<file path="src/rtl/sweep_ctrl.sv">
// rtl/sweep_ctrl.sv - sequencer driving an external up/down counter through a programmable triangle sweep
module sweep_ctrl #(
    parameter int WIDTH = 8,
    parameter int SW    = 4
) (
    input  logic             clk_i,
    input  logic             rst_ni,
    input  logic             start_i,
    input  logic             abort_i,
    input  logic [WIDTH-1:0] hi_i,
    input  logic [WIDTH-1:0] lo_i,
    input  logic [SW-1:0]    nsweeps_i,
    input  logic [WIDTH-1:0] count_i,
    output logic             cnt_rst_o,
    output logic             cnt_en_o,
    output logic             busy_o,
    output logic             done_o,
    output logic             cfg_err_o,
    output logic [SW-1:0]    sweep_cnt_o
);

    typedef enum logic [2:0] {
        S_CLEAR,
        S_IDLE,
        S_UP,
        S_DOWN,
        S_DONE
    } state_e;

    state_e           state_q, state_d;
    logic [WIDTH-1:0] hi_q, lo_q;
    logic [SW-1:0]    nsweeps_q;
    logic [SW-1:0]    sweep_cnt_q, sweep_cnt_d;
    logic [SW-1:0]    sweep_inc;
    logic             accept_d;
    logic             cfg_err_d;
    logic             cnt_rst_q, cnt_en_q, busy_q, done_q, cfg_err_q;

    assign sweep_inc = sweep_cnt_q + SW'(1);

    // Turn points are one step early: the counter lands on hi/lo on the same edge.
    always_comb begin
        state_d     = state_q;
        sweep_cnt_d = sweep_cnt_q;
        accept_d    = 1'b0;
        cfg_err_d   = 1'b0;
        case (state_q)
            S_CLEAR: state_d = S_IDLE;
            S_IDLE: begin
                if (start_i) begin
                    if ((hi_i > lo_i) && (nsweeps_i != '0)) begin
                        accept_d    = 1'b1;
                        sweep_cnt_d = '0;
                        state_d     = S_UP;
                    end else begin
                        cfg_err_d = 1'b1;
                    end
                end
            end
            S_UP: begin
                if (abort_i) begin
                    state_d = S_CLEAR;
                end else if (count_i == hi_q - WIDTH'(1)) begin
                    state_d = S_DOWN;
                end
            end
            S_DOWN: begin
                if (abort_i) begin
                    state_d = S_CLEAR;
                end else if (count_i == lo_q + WIDTH'(1)) begin
                    sweep_cnt_d = sweep_inc;
                    state_d     = (sweep_inc == nsweeps_q) ? S_DONE : S_UP;
                end
            end
            S_DONE:  state_d = S_IDLE;
            default: state_d = S_CLEAR;
        endcase
    end

    always_ff @(posedge clk_i or negedge rst_ni) begin
        if (!rst_ni) begin
            state_q     <= S_CLEAR;
            hi_q        <= '0;
            lo_q        <= '0;
            nsweeps_q   <= '0;
            sweep_cnt_q <= '0;
            cnt_rst_q   <= 1'b1;
            cnt_en_q    <= 1'b0;
            busy_q      <= 1'b0;
            done_q      <= 1'b0;
            cfg_err_q   <= 1'b0;
        end else begin
            state_q     <= state_d;
            sweep_cnt_q <= sweep_cnt_d;
            cfg_err_q   <= cfg_err_d;
            if (accept_d) begin
                hi_q      <= hi_i;
                lo_q      <= lo_i;
                nsweeps_q <= nsweeps_i;
            end
            // Outputs are decoded from the next state so they line up with state_q.
            cnt_rst_q <= (state_d == S_CLEAR) || (state_d == S_IDLE) || (state_d == S_DONE);
            cnt_en_q  <= (state_d == S_UP);
            busy_q    <= (state_d == S_UP) || (state_d == S_DOWN);
            done_q    <= (state_d == S_DONE);
        end
    end

    assign cnt_rst_o   = cnt_rst_q;
    assign cnt_en_o    = cnt_en_q;
    assign busy_o      = busy_q;
    assign done_o      = done_q;
    assign cfg_err_o   = cfg_err_q;
    assign sweep_cnt_o = sweep_cnt_q;

endmodule

</file>
<file path="config.mk">
export PLATFORM = sky130hd
export DESIGN_NAME = sweep_ctrl
export DESIGN_NICKNAME = d
export VERILOG_FILES = /design/src/rtl/sweep_ctrl.sv
export SDC_FILE = /design/constraint.sdc
export NUM_CORES = 1
export LEC_CHECK = 0
export ABC_AREA = 1
export CAP_MARGIN = 10
export CORE_MARGIN = 10
export CORE_UTILIZATION = 45
export CTS_CLUSTER_DIAMETER = 200
export DETAILED_ROUTE_END_ITERATION = 6
export GPL_ROUTABILITY_DRIVEN = 0
export PLACE_DENSITY = 0.73
export RECOVER_POWER = 100
export SETUP_SLACK_MARGIN = 0.3
export SYNTH_ARGS = -nofsm -noshare
export SYNTH_HDL_FRONTEND = slang
export SYNTH_SLANG_ARGS = --single-unit
</file>
<file path="constraint.sdc">
create_clock -name clk_i -period 1.75 [get_ports clk_i]
set_clock_uncertainty 0.15 [all_clocks]
set_input_delay 0.525 -clock clk_i [delete_from_list [all_inputs] [get_ports clk_i]]
set_output_delay 0.525 -clock clk_i [all_outputs]
set_load 0.01 [all_outputs]
</file>
=== After elaboration in Yosys (flattened, before gate mapping) ===
Index checks and enable logic that the tools add are counted.

* Bits in registers: 32
* Bits of input ports: 32
* Output and inout port bits: 9
* Word-level logic and storage cells: 58

* Add/subtract/negate cells: 3
* $lt $le $gt $ge: 1
* Eq/ne operators: 15
* Muxes and demuxes: 19
* Reduce and logical (&&, ||, !) cells: 10

{| class="wikitable"
|+ Operators with widths
! kind !! number
|-
| $mux 3 || 7
|-
| $eq 8x8->1 || 2
|-
| $mux 4 || 4
|-
| $eq 3x2->1 const B || 4
|-
| $pmux 3 s4 || 1
|-
| $add 8x1->8 const B || 1
|-
| $gt 8x8->1 || 1
|-
| $ne 2x2->1 const B || 4
|-
| $pmux 4 s2 || 1
|-
| $sub 8x1->8 const B || 1
|-
| $eq 3x1->1 const B || 2
|-
| $eq 3x3->1 const B || 2
|-
| $logic_not 3->1 || 2
|-
| $mux 1 || 6
|-
| $reduce_and 5->1 || 1
|-
| $add 4x1->4 const B || 1
|-
| $eq 4x4->1 || 1
|-
| $reduce_bool 4->1 || 1
|-
| $logic_or 1x1->1 || 3
|-
| $reduce_bool 2->1 || 1
|-
| $reduce_or 2->1 || 1
|-
| $logic_and 1x1->1 || 1
|}

=== Depth between registers and ports, before layout ===
Gate-level depths: netlist (run 1).

* Word-level depth: 9
* Mapped depth: 15
* Depth with buffers taken out: 15

=== Worst setup path before layout (run 1) ===
OpenSTA, ideal clock, no wires.

* Kind: input port to flip-flop
* Start: input lo_i[1]
* End: register hi_q[0]
* Setup time: 132 ps
* Arrival time: 1664 ps
* Data required time: 1468 ps
* Slack: -195 ps
* Stages: 12
* Buffers on the path: 1
* Path through: inv_1 ha_1 inv_1 nor2_1 nor2_1 o21ai_1 nand2_1 nand2_1 nand4_1 clkbuf_1 nand2_1 o21ai_0

* Longest elaborated chain between the ends: 5

{| class="wikitable"
|+ Ends and longest elaborated chain
! what !! RTL line !! text
|-
| from (decl) || 11 || <nowiki>input logic [WIDTH-1:0] lo_i,</nowiki>
|-
| $gt 8x8->1 || 51 || <nowiki>if ((hi_i > lo_i) && (nsweeps_i != '0)) begin</nowiki>
|-
| $logic_and 1x1->1 || 51 ||
|-
| $mux 1 || 51 ||
|-
| $mux 1 || 50 || <nowiki>if (start_i) begin</nowiki>
|-
| $mux 1 || 47 || <nowiki>case (state_q)</nowiki>
|-
| to (signal assigned) || 97 || <nowiki>hi_q <= hi_i;</nowiki>
|-
| to (decl) || 31 || <nowiki>logic [WIDTH-1:0] hi_q, lo_q;</nowiki>
|}

No other way between the ends.
A chain may end at the register's enable or synchronous reset.

=== Worst setup path after layout (run 1) ===
* Start: input lo_i[5]
* End: register cnt_en_q (netlist: cnt_en_o)

* Longest elaborated chain between the ends: 6

{| class="wikitable"
|+ Ends and longest elaborated chain
! what !! RTL line !! text
|-
| $gt 8x8->1 || 51 ||
|-
| $logic_and 1x1->1 || 51 ||
|-
| $mux 3 || 51 ||
|-
| $mux 3 || 50 ||
|-
| $pmux 3 s4 || 47 ||
|-
| net state_d[1] || 30 || <nowiki>state_e state_q, state_d;</nowiki>
|-
| $eq 3x2->1 || 103 || <nowiki>cnt_en_q <= (state_d == S_UP);</nowiki>
|-
| to (signal assigned) || 103 ||
|-
| to (decl) || 37 || <nowiki>logic cnt_rst_q, cnt_en_q, busy_q, done_q, cfg_err_q;</nowiki>
|}

The timed path passes the listed nets, and every way through them passes these cells.

==> results.sh, run 1 <==
export IMPL_yosysTopAreaCell="dfrtp_1"
export IMPL_clkTransAtPathRegs_ps=80
export IMPL_core_area_um2=4786
export IMPL_first_pass_iters=5
export IMPL_num_vias=2576
export IMPL_post_drt_wl_per_cell_um=17.31
export IMPL_chipHeight_um=90.81
export IMPL_drt_vias_per_instance=5.204
export IMPL_clockRootBuffer="clkbuf_8"
export IMPL_critPathLaunch="lo_i[5]"
export IMPL_cts_buffers=5
export IMPL_num_nets_final=470
export IMPL_setup_viol=32
export IMPL_setup_slack_ps=-306.7
export IMPL_antenna_found_initial=0
export IMPL_async_reset_ff_share_pct=100.0
export IMPL_post_place_ws_ps=-1010
export IMPL_yosysTopAreaCellShare_pct=34.39
export IMPL_rows=25
export IMPL_rsz0062_at_grt="true"
export IMPL_synth_area_leaders="dfrtp_1 (34%), nand2_1 (15%), inv_1 (8.8%)"
export IMPL_hp_start="hi_i[4]"
export IMPL_critPathCaptureType="flop"
export IMPL_peakVddDrop_uv=860.9
export IMPL_synth_seq_cells=32
export IMPL_portBuffers=40
export IMPL_design_area_um2=3799
export IMPL_hp_class="input pin to flop"
export IMPL_diodes=0
export IMPL_cts_sinks=32
export IMPL_slew_headroom_pct=43.14
export IMPL_synthFlopType="dfrtp_1"
export IMPL_finalPower_uw=5125
export IMPL_ant_nets=0
export IMPL_synth_seq_area_share_pct=35.55
export IMPL_hold_buffers=0
export IMPL_grt_pass1_wl_um=12280
export IMPL_synth_edff_count=0
export IMPL_max_freq_ghz=0.4862
export IMPL_period_minus_slack_ps=2057
export IMPL_r2r_cells=14
export IMPL_maxCapViolCount=0
export IMPL_final_core_util_pct=79.37
export IMPL_arrival_ps=2110
export IMPL_finalHoldViolCount=0
export IMPL_synth_cell_types=26
export IMPL_syn_avg_cell_area_um2=6.920
export IMPL_maxSlewViolCount=0
export IMPL_synth_most_common_cell="nand2_1"
export IMPL_grt_pass1_vias=2533
export IMPL_violations="setup timing"
export IMPL_syn_num_nets=369
export IMPL_overflow=0
export IMPL_clock_latency_ps=300
export IMPL_worstPathRequired_ps=1800
export IMPL_criticalPathCategory="input pin to flop"
export IMPL_drc=0
export IMPL_start_util_pct=47.14
export IMPL_synth_common_cells="nand2_1 (92), inv_1 (53), nor2_1 (36)"
export IMPL_first_iter_violations=149
export IMPL_critPathMaxFanout=6
export IMPL_cts_tree="done"
export IMPL_powerDensity_nw_per_um2=1349
export IMPL_syn_inst=326
export IMPL_area_growth_pct=68.39
export IMPL_dieArea_um2=8246
export IMPL_min_to="hi_q[4]"
export IMPL_wl_um=8570
export IMPL_drive_gt1_share_pct=45.56
export IMPL_grt_use_total_pct=18.19
export IMPL_netlist_area_um2=2256
export IMPL_yosys_warnings=0
export IMPL_dp_hpwl_um=4594
export IMPL_holdPathStages=3
export IMPL_htree_levels=2
export IMPL_worst_pin_slew_ps=852.9
export IMPL_dp_cells=467
export IMPL_pin_count=41
export IMPL_power_leakage_uw=0.001902
export IMPL_final_cells=495
export IMPL_r2r_end="sweep_cnt_o[1]"
export IMPL_die_w_um=90.81
export IMPL_status="complete, but fails checks"
export IMPL_startpoint_type="input pin"
export IMPL_r2r_start="lo_q[1]"
export IMPL_grt_max_degree=33
export IMPL_timing_final_crit_share_pct=117.5
export IMPL_place_area_um2=3087
export IMPL_r2r_slack_ps=-260
export IMPL_clock_path_buffers=2
==> flip-flops by register name, indices dropped and copies added, names as in the netlist <==
register	cells
busy_o	1
cfg_err_o	1
cnt_en_o	1
cnt_rst_o	1
done_o	1
hi_q	8
lo_q	8
nsweeps_q	4
state_q	3
sweep_cnt_o	4
==> cell type report <==
type,instances,area [um^2]
Clock buffer,5,68.82
Tap cell,67,83.83
Timing Repair Buffer,98,888.4
Multi-Input combinational cell,231,1670
Sequential cell,32,803.3
Fill cell,283,987.2
Inverter,59,241.5
Clock inverter,3,42.54
==> kinds of logic after synthesis <==
kind of cell,share of synthesized area (%)
xor gates and xnor gates,5.047
and+or+nand+nor,34.44
adders and majority gates,6.101
buffers and inverters,10.54
AOI/OAI and AO/OA,8.320
DFF,35.55
==> timing repair <==
| item | in CTS | in global routing |
|---|---|---|
| buffers inserted | 6 | 7 |
| pin swaps | 23 | 22 |
| cloned | 7 | 0 |
| resized for setup | 168 | 71 |
| setup endpoints to repair | 41 | 41 |
==> placed cells by master (no fill, tap or decap), drive strengths merged, types with 2 or more instances in the layout <==
master,n
nand2,104
buf,66
inv,59
nor2,44
dfrtp,31
nand3,22
o21ai,18
clkbuf,18
a21oi,13
ha,11
clkdlybuf4s50,10
xor2,8
xnor2,5
clkdlybuf4s15,4
dlygate4sd2,3
nand3b,2
==> report_power, final <==
part / total (uW) / switching [uW] / internal, uW
Sequential: 1460 / 408 / 1050
Clock: 734 / 313 / 421
Combinational: 2930 / 1610 / 1320
==> how the worst max path moves through the flow <==
| stage | endpoint | slack, ps | cells past startpoint |
|---|---|---|---|
| CTS | sweep_cnt_o[2] | -310 | 14 |
| finish | cnt_en_o | -310 | 14 |
| floorplan | hi_q[1] | -140 | 12 |
| global route | sweep_cnt_o[1] | -400 | 14 |
| global placement | lo_q[0] | -940 | 13 |
| detailed placement | sweep_cnt_o[2] | -1010 | 14 |
==> through the flow <==
stage | hold WS, ps | setup TNS, ps
after detailed placement | 342.0 | -29310
after floorplan | 79.41 | -3272
after CTS | 326.9 | -6415
after global routing | 375.4 | -9913
final | 371.5 | -7527
after global placement | 336.2 | -27420
==> per-layer routing <==
metal  wire, um  track usage, %  part of all wire, %  vias up
met1       3288           19.76                   38     1210
met3        400           2.328                  4.7       37
li1           -               -                    -     1201
met5          0               0                    0        -
met4        506           9.530                  5.9        0
met2       4374           33.41                   51      128
==> worst max-delay path: stages <==
cell             delay [ps]
clkdlybuf4s15_1         190
inv_2                    60
ha_4                    240
a21oi_2                 130
o21a_1                  190
nand2_4                  80
nand4_1                 150
buf_6                   180
buf_6                   110
nand2_4                  40
inv_4                    60
nand2_4                  50
nand2_2                  50
inv_2                    20
Note: power is estimated with default switching activity, not from simulation.
==> run 2: changes to the inputs <==
Settings changed: GPL_ROUTABILITY_DRIVEN 0 to unset.
==> results of run 2 <==
No change in the layout: final DEF, timing and power equal those of run 1.
==> run 3: changes to the inputs <==
Settings changed: GPL_TIMING_DRIVEN set to 0.
==> run 3 against run 2 <==
Compared with the run above: the run still ends with setup timing left; global-route usage is essentially flat; sequential power is essentially flat; fmax is 0.37% higher; final area down 5.7%; worst setup slack improved by 7.6 ps; sequential share of layout area rose by 1.3 points; flip-flop and latch count did not move; hold slack lost 210 ps; non-clock buffer count decreased by 22; routed wire length is 3.9% lower; final cell count down 4.4%; combinational power down 6.8%; critical path type is now flop to flop; critical endpoint is now sweep_cnt_o[0].
==> results.sh, run 3 (synthesis results as in run 1) <==
export IMPL_status="complete, but fails checks"
export IMPL_violations="setup timing"
export IMPL_r2r_end="sweep_cnt_o[0]"
export IMPL_num_vias=2451
export IMPL_power_switching_uw=2254
export IMPL_clockRootBuffer="clkbuf_8"
export IMPL_path_delay_family="simple AND/OR/NAND/NOR gates"
export IMPL_swShare_pct=45.82
export IMPL_design_area_um2=3581
export IMPL_cts_tree="done"
export IMPL_cts_buffers=5
export IMPL_setup_slack_ps=-299.1
export IMPL_final_cell_mix="nand2_1 (64), inv_1 (41), dfrtp_1 (29)"
export IMPL_power_frac_seq_pct=29.6
export IMPL_top_regs="hi_q (8), lo_q (8)"
export IMPL_max_stage_delay_ps=450
export IMPL_cpMaxStageDelayCell="dfrtp_2"
export IMPL_worstPathRequired_ps=1790
export IMPL_dp_hpwl_um=4231
export IMPL_place_gp_congestion=0.9035
export IMPL_chipHeight_um=90.81
export IMPL_maxSlewViolCount=0
export IMPL_r2r_cells=14
export IMPL_die_w_um=90.81
export IMPL_wl_um=8239
export IMPL_ant_nets=0
export IMPL_worst_pin_slew_ps=817.4
export IMPL_drt_vias_per_instance=5.182
export IMPL_finalPower_uw=4920
export IMPL_cts_sinks=32
export IMPL_first_pass_iters=5
export IMPL_clkPwrFrac_pct=14.9
export IMPL_overflow=0
export IMPL_clock_latency_ps=300
export IMPL_hp_class="input pin to async pin"
export IMPL_critPathCaptureType="flop"
export IMPL_core_area_um2=4786
export IMPL_slew_headroom_pct=45.51
export IMPL_critPathMaxFanout=5
export IMPL_finalHoldViolCount=0
export IMPL_clock_path_buffers=2
export IMPL_rows=25
export IMPL_first_iter_violations=148
export IMPL_final_core_util_pct=74.82
export IMPL_p_int_uw=2666
export IMPL_period_minus_slack_ps=2049
export IMPL_startpoint_type="flop"
export IMPL_hold_buffers=0
export IMPL_place_area_um2=2814
export IMPL_max_freq_ghz=0.4880
export IMPL_grt_use_total_pct=18.16
export IMPL_num_nets_final=448
export IMPL_post_drt_wl_per_cell_um=17.42
export IMPL_drive_gt1_share_pct=44.58
export IMPL_timing_final_crit_share_pct=117.1
export IMPL_pin_count=41
export IMPL_powerDensity_nw_per_um2=1374
export IMPL_path_buf_inv=1
export IMPL_crit_chain="ha_4 -> inv_2 -> nand2_1 -> nand2_1 -> nor2_2 -> nand2_1 -> nor2_2 -> nand3_2 -> nor2_4 -> nand2_2 -> nand2_4 -> nand2_4 -> nand2_2 -> nand2_2"
export IMPL_antenna_found_initial=0
export IMPL_clkTransAtPathRegs_ps=80
export IMPL_grt_pass1_vias=2460
export IMPL_portBuffers=40
export IMPL_htree_levels=2
export IMPL_rsz0062_at_grt="true"
export IMPL_setup_viol=31
export IMPL_maxCapViolCount=0
export IMPL_start_util_pct=47.14
export IMPL_grt_max_degree=33
export IMPL_power_leakage_uw=0.001780
export IMPL_area_growth_pct=58.74
export IMPL_final_common_cell="nand2_1"
export IMPL_dieArea_um2=8246
export IMPL_peakVddDrop_uv=806.3
export IMPL_r2r_slack_ps=-300
export IMPL_comb_power_share_pct=55.6
export IMPL_diodes=0
export IMPL_grt_pass1_wl_um=12110
export IMPL_drc=0
export IMPL_r2r_start="lo_q[1]"
export IMPL_criticalPathCategory="flop to flop"
export IMPL_arrival_ps=2090
run 3: cell types whose count changed in the layout (fill, tap and decap cells not counted), moves of 3 or more:
| cell | change |
|---|---|
| buf_2 | +3 |
| buf_4 | -19 |
| clkbuf_2 | -4 |
| nor2_2 | +3 |
| inv_2 | +3 |
| clkbuf_8 | +3 |
| clkdlybuf4s50_1 | -3 |
| dlygate4sd2_1 | +3 |
| clkdlybuf4s15_1 | -3 |
| buf_6 | -4 |
| clkbuf_1 | +4 |
| nand2_2 | +4 |
run 3: timing repair:
item                                    in CTS  in global routing
endpoints found under the setup margin      41                 41
pin swaps                                   29                 27
gates resized for setup                    187                 60
cloned                                       4                  0
setup buffers                               24                  4
run 3: power by group through the flow:
stage / combinational (uW) / clock, uW / sequential [uW]
3_3_place_gp: 1800 / 0 / 1350
5_1_grt: 2980 / 752 / 1490
4_1_cts: 2320 / 699 / 1370
3_5_place_dp: 1840 / 0 / 1360
6_report: 2730 / 731 / 1450
2_1_floorplan: 1370 / 0 / 1300
run 3: per-stage QoR:
| step | worst slack, ps | instances | hold slack [ps] | TNS [ps] |
|---|---|---|---|---|
| floorplan | -139.9 | 326 | 79.41 | -3272 |
| global placement | -1065 | 433 | 336.3 | -49460 |
| detailed placement | -1115 | 433 | 345.7 | -31060 |
| CTS | -321.8 | 469 | 164.6 | -6606 |
| global route | -396.8 | 473 | 216.1 | -9607 |
| finish | -299.1 | 473 | 161.6 | -6932 |
run 3: metal layers:
metal / vias up / routed length (um) / GRT usage (%) / part of all wire, %
li1: 1153 / - / - / -
met1: 1162 / 3100 / 20.12 / 38
met2: 100 / 4249 / 32.51 / 52
met3: 36 / 510 / 2.909 / 6.2
met4: 0 / 378 / 9.399 / 4.6
met5: - / 0 / 0 / 0
run 3: layout make-up:
class	instances	area (um^2)
plain buffers	4	78.83
clock inverters	2	35.03
repair buffers	72	611.8
clock buffers	6	72.57
multi-input cells	231	1658
flip-flops and latches	32	804.5
well taps	67	83.83
inverters	59	236.5
fillers	338	1205
run 3: worst max path at each step:
stage / startpoint / to / slack, ps / cells after the start
6_report: lo_q[1] / sweep_cnt_o[0] / -300 / 14
5_1_grt: lo_q[1] / sweep_cnt_o[3] / -400 / 14
4_1_cts: lo_q[1] / sweep_cnt_o[0] / -320 / 14
3_5_place_dp: lo_i[1] / lo_q[3] / -1120 / 12
3_3_place_gp: lo_i[1] / nsweeps_q[2] / -1070 / 12
2_1_floorplan: lo_i[1] / hi_q[1] / -140 / 12
